$ cat config.mk
export PLATFORM = sky130hd
export DESIGN_NAME = rxd
export DESIGN_NICKNAME = d
export VERILOG_FILES = /design/src/rtl/rxd.sv
export SDC_FILE = /design/constraint.sdc
export NUM_CORES = 1
export LEC_CHECK = 0
export BUFFER_PORTS_ARGS = -buffer_cell sky130_fd_sc_hd__clkbuf_2
export CAP_MARGIN = 20
export CELL_PAD_IN_SITES_DETAIL_PLACEMENT = 1
export CELL_PAD_IN_SITES_GLOBAL_PLACEMENT = 1
export CORE_UTILIZATION = 50
export CTS_CLUSTER_SIZE = 30
export DETAILED_ROUTE_END_ITERATION = 7
export PLACE_DENSITY_LB_ADDON = 0.05
export SKIP_CTS_REPAIR_TIMING = 1
export SLEW_MARGIN = 20
export SYNTH_ARGS = -nofsm -noshare
export SYNTH_HDL_FRONTEND = slang
export SYNTH_SLANG_ARGS = --single-unit
$ cat constraint.sdc
create_clock -name clk -period 2.5 [get_ports clk]
set_input_delay 0.125 -clock clk [delete_from_list [all_inputs] [get_ports clk]]
set_output_delay 0.125 -clock clk [all_outputs]
set_load 0.005 [all_outputs]
$ cat src/rtl/rxd.sv
// UART frame receiver: recovers start, FRAME_WD data bits (LSB first), an optional
// parity bit and one stop bit from an asynchronous serial line. It presents the
// frame with a one-cycle rx_done strobe and parity/stop error flags.
//
// Handshake: the output side has no backpressure. rx_done is a single-cycle valid
// strobe. data_frame, parity_error and frame_error change only on the rx_done
// cycle and hold until the next one. The consumer must capture them on that
// cycle or any later one before the next strobe.
module rxd #(
  parameter int    CLK_FREQUENCE = 50_000_000,
  parameter int    BPS           = 115_200,
  parameter string PARITY_BIT    = "NONE",
  parameter int    FRAME_WD      = 8
) (
  input  logic                clk,
  input  logic                rst_n,
  input  logic                uart_rx,
  output logic                rx_done,
  output logic [FRAME_WD-1:0] data_frame,
  output logic                parity_error,
  output logic                frame_error
);

  localparam int BIT_CNT = CLK_FREQUENCE / BPS;
  localparam int CNT_W   = $clog2(BIT_CNT);
  localparam int IDX_W   = (FRAME_WD > 1) ? $clog2(FRAME_WD) : 1;

  localparam logic [CNT_W-1:0] FULL_MAX = CNT_W'(BIT_CNT - 1);
  localparam logic [CNT_W-1:0] HALF_MAX = CNT_W'(BIT_CNT / 2 - 1);
  localparam logic [IDX_W-1:0] IDX_LAST = IDX_W'(FRAME_WD - 1);

  localparam bit HAS_PARITY = (PARITY_BIT != "NONE");
  localparam bit ODD_PARITY = (PARITY_BIT == "ODD");

  typedef enum logic [2:0] {
    IDLE   = 3'd0,
    START  = 3'd1,
    DATA   = 3'd2,
    PARITY = 3'd3,
    STOP   = 3'd4
  } state_e;

  state_e state_q, state_d;

  logic                rx_meta_q, rx_sync_q, rx_dly_q;
  logic [CNT_W-1:0]    cnt_q, cnt_d;
  logic [IDX_W-1:0]    idx_q, idx_d;
  logic [FRAME_WD-1:0] shift_q, shift_d;
  logic                par_q, par_d;
  logic [FRAME_WD-1:0] data_frame_q, data_frame_d;
  logic                parity_error_q, parity_error_d;
  logic                frame_error_q, frame_error_d;
  logic                rx_done_q, rx_done_d;

  logic fall_edge;
  logic half_tick;
  logic full_tick;

  // Start-bit edge, seen on the synchronised line against its one-cycle delay
  assign fall_edge = rx_dly_q & ~rx_sync_q;
  // Mid-start-bit strobe; only meaningful in START
  assign half_tick = (cnt_q == HALF_MAX);
  // Bit-centre strobe for DATA/PARITY/STOP, one full bit after the previous centre
  assign full_tick = (cnt_q == FULL_MAX);

  // Two-flop synchroniser plus one delay stage for edge detection; all idle high
  always_ff @(posedge clk or negedge rst_n) begin
    if (!rst_n) begin
      rx_meta_q <= 1'b1;
      rx_sync_q <= 1'b1;
      rx_dly_q  <= 1'b1;
    end else begin
      rx_meta_q <= uart_rx;
      rx_sync_q <= rx_meta_q;
      rx_dly_q  <= rx_sync_q;
    end
  end

  // FSM state register
  always_ff @(posedge clk or negedge rst_n) begin
    if (!rst_n) begin
      state_q <= IDLE;
    end else begin
      state_q <= state_d;
    end
  end

  // Next-state logic: START re-checks the line mid-bit so short glitches are dropped
  always_comb begin
    state_d = state_q;
    case (state_q)
      IDLE: begin
        if (fall_edge) state_d = START;
      end
      START: begin
        if (half_tick) state_d = rx_sync_q ? IDLE : DATA;
      end
      DATA: begin
        if (full_tick && (idx_q == IDX_LAST)) state_d = HAS_PARITY ? PARITY : STOP;
      end
      PARITY: begin
        if (full_tick) state_d = STOP;
      end
      STOP: begin
        // Leave at the stop-bit centre so the next start edge is never missed
        if (full_tick) state_d = IDLE;
      end
      default: state_d = IDLE;
    endcase
  end

  // Datapath and output next values: baud counter, bit index, shifter, result capture
  always_comb begin
    cnt_d          = cnt_q;
    idx_d          = idx_q;
    shift_d        = shift_q;
    par_d          = par_q;
    data_frame_d   = data_frame_q;
    parity_error_d = parity_error_q;
    frame_error_d  = frame_error_q;
    rx_done_d      = 1'b0;

    // Counter restarts on every state change and on wrap; idles at zero
    if ((state_d != state_q) || (state_q == IDLE) || full_tick) begin
      cnt_d = '0;
    end else begin
      cnt_d = cnt_q + 1'b1;
    end

    // Bit index only advances inside DATA, otherwise parked at the first bit
    if (state_q != DATA) begin
      idx_d = '0;
    end else if (full_tick) begin
      idx_d = (idx_q == IDX_LAST) ? '0 : idx_q + 1'b1;
    end

    case (state_q)
      DATA: begin
        if (full_tick) shift_d[idx_q] = rx_sync_q;
      end
      PARITY: begin
        if (full_tick) par_d = rx_sync_q;
      end
      STOP: begin
        if (full_tick) begin
          rx_done_d      = 1'b1;
          data_frame_d   = shift_q;
          frame_error_d  = ~rx_sync_q;
          parity_error_d = HAS_PARITY ? ((^shift_q) ^ par_q ^ ODD_PARITY) : 1'b0;
        end
      end
      default: ;
    endcase
  end

  // Datapath and output registers
  always_ff @(posedge clk or negedge rst_n) begin
    if (!rst_n) begin
      cnt_q          <= '0;
      idx_q          <= '0;
      shift_q        <= '0;
      par_q          <= 1'b0;
      data_frame_q   <= '0;
      parity_error_q <= 1'b0;
      frame_error_q  <= 1'b0;
      rx_done_q      <= 1'b0;
    end else begin
      cnt_q          <= cnt_d;
      idx_q          <= idx_d;
      shift_q        <= shift_d;
      par_q          <= par_d;
      data_frame_q   <= data_frame_d;
      parity_error_q <= parity_error_d;
      frame_error_q  <= frame_error_d;
      rx_done_q      <= rx_done_d;
    end
  end

  assign rx_done      = rx_done_q;
  assign data_frame   = data_frame_q;
  assign parity_error = parity_error_q;
  assign frame_error  = frame_error_q;

endmodule

==> flow_summary.ini <==
[final_layout]
areaGrowthSynthToFinish_pct = 9.63
nets = 168
register_area_um2 = 905
fin_cells = 205
multi_input_area_um2 = 706
fill_cells = 336
drive_gt1_share_pct = 23.0
num_antenna_cells = 0
final_cell_area_um2 = 1840

[global_routing]
grt_pass1_vias = 1116
grt_usage_pct = 21.2
use_met3_pct = 7.14
grt_max_degree = 37
antenna_found_initial = 0
groute.layer.met2.usage_pct = 32.1
grt_pass1_wl_mm = 5.38
top_usage_layer = met2
gr-total-overflow = 0
gr-usage-met1_pct = 27.2

[worst_setup_path]
cpMaxStageDelayCell = nor4_1
startpoint_type = flip-flop
worst_ep_arrival_time_ps = 2260
r2r_slack_ps = 470
required_ps = 2730
critical_path_buf_inv_count = 1
crit_path_end_kind = flip-flop
worstSetupPathType = flip-flop to flip-flop
path_delay_family = simple AND/OR/NAND/NOR gates
path_cells = inv_1 > ha_1 > and4bb_1 > nand2_2 > nor4_1 > mux2_1
crit_fanout = 14
slowest_delay_ps = 470

[placed_design]
dp_hpwl_mm = 2.22
dp.cells = 195
dpl-instance-area_um2 = 1750
numPortBuffers = 12
gp_congestion = 0.799

[logic_synthesis]
synth_compound_area_share_pct = 2.99
synthXorXnorAreaFrac_pct = 3.66
synth_area_per_cell_um2 = 11.6
synth_commonest_cells = dfrtp_1, nor2_1, mux2_2, nand2_1
synth_top_area_cell = dfrtp_1
synth_seq_cells = 36
synthSimpleGateAreaFrac_pct = 20.2
yosysMostFrequentCell = dfrtp_1
synthMuxAreaShare_pct = 11.4
synth_top_area_share_pct = 49.3
synth-async-reset-ratio_pct = 100
ys_seq_area_share_pct = 54.0
syn-instance-count = 145
synth_cell_types = 40
synth_fa_ha_area_share_pct = 3.73
synth_nets = 153
yosys-top-cells-area = dfrtp_1, mux2_2, dfstp_2, mux2_1, nor2_1
synth-edff-count = 0
yosysWarnings = 0
synth_area_um2 = 1680
synth_top_family_by_area = simple AND/OR/NAND/NOR gates
synthFlopType = dfrtp_1

[clock_network]
clock_latency_ps = 340
cts_tree = built
clock_sinks = 36
cts_buffers = 5
clockRootBuffer = clkbuf_4
path_clk_slew_ps = 100
clockBufferDepth = 2
htree_num_levels = 2

[die]
die_h_um = 59.9
coreArea_um2 = 3130
initial_utilization_pct = 53.6
ios = 14
fp-row-count = 20
die-width_um = 59.9
die_area_um2 = 3590

[worst_hold_path]
hold_path.class = flip-flop to flip-flop

[sta]
max_freq_mhz = 493
period_share_pct = 81.2
tightestPinTransition_ps = 855
min_period_ps = 2030
hold_viol = 0
setup_violations = 0
fin_skew_ps = 8.07
rsz0062_at_grt = no
tns_ps = 0
drv_slew = 0
timing.slew.headroom_pct = 43.0

[status]
status = finished clean

[run]
max_cap_viol_count = 0

[detailed_routing]
via_count = 1108
drtAntennaViolNets = 0
first_pass_iters = 4
drc = 0
via_per_inst = 5.40
wire_per_inst_um = 15.3
drt_wl_total_mm = 3.14
drt-initial-drc-count = 27

[pwr]
p_per_area_nw_per_um2 = 645
p_leak_nw = 0.883
ir_drop_mv = 0.331
==> where the power goes <==
part           switching [mW]  total, mW  internal, mW  leakage (nW)
Sequential             0.0605      0.688         0.628         0.482
Combinational          0.0758      0.141        0.0653         0.363
Clock                   0.190      0.356         0.166        0.0386
==> cell usage in the layout (no fill, tap or decap), drive strengths merged, types with 2 or more instances in the layout <==
cell type | netlist | routed
nand4 | 3 | 3
dfrtp | 33 | 33
ha | 5 | 5
nand3 | 4 | 4
xnor2 | 5 | 5
nor4 | 6 | 6
or3 | 2 | 2
o21ai | 3 | 3
a21oi | 3 | 3
nand2 | 10 | 10
dfstp | 3 | 3
nor2 | 17 | 17
inv | 6 | 6
mux2 | 16 | 16
clkbuf | 2 | 20
nand2b | 4 | 4
xor2 | 2 | 2
dlygate4sd3 | 0 | 2
nand3b | 2 | 2
==> layer usage <==
| layer | wire length (um) | part of all wire, % |
|---|---|---|
| met1 | 1530 | 49 |
| met2 | 1440 | 46 |
| met3 | 94 | 3.0 |
| met4 | 68 | 2.2 |
| met5 | 0 | 0 |
==> registers in the layout, summed over array words and instances, names as in the netlist <==
signal       count
rx_sync_q        1
state_q          3
shift_q          8
frame_error      1
rx_meta_q        1
rx_dly_q         1
rx_done          1
cnt_q            9
data_frame       8
idx_q            3
==> worst paths after layout <==
kind | from | to | depth (start not counted)
max | cnt_q[1] | shift_q[5] | 6
min | rx_meta_q | rx_sync_q | 0
max reg2reg | cnt_q[1] | shift_q[5] | 6
min reg2reg | rx_meta_q | rx_sync_q | 0
max in group asynchronous | rst_n | cnt_q[4] | 2
min in group asynchronous | rst_n | data_frame[7] | 2
==> final cells by class <==
type	count	area share [%]
Inverter	6	1.23
Sequential cell	36	49.3
Tap cell	44	3.00
Clock buffer	8	3.75
Multi-Input combinational cell	97	38.4
Timing Repair Buffer	14	4.36
==> cell families after synthesis <==
kind of cell,after synthesis
AO/OA/AOI/OAI,9
XOR/XNOR,7
adder cells (fa/ha/maj),5
buffers and inverters,12
flip-flops,36
multiplexers,17
other,1
AND/OR/NAND/NOR,58
==> stage by stage <==
stage / util, % / hold WS (ps) / power [mW] / worst slack (ps)
global route: 58.7 / 378 / 1.25 / 318
finish: 58.7 / 365 / 1.19 / 471
floorplan: - / -171 / 0.789 / 781
CTS: 58.1 / -148 / 1.20 / 492
global placement: 55.9 / 214 / 0.829 / 566
detailed placement: 55.9 / 222 / 0.840 / 512
No activity file was read; power rests on OpenSTA's default activity.
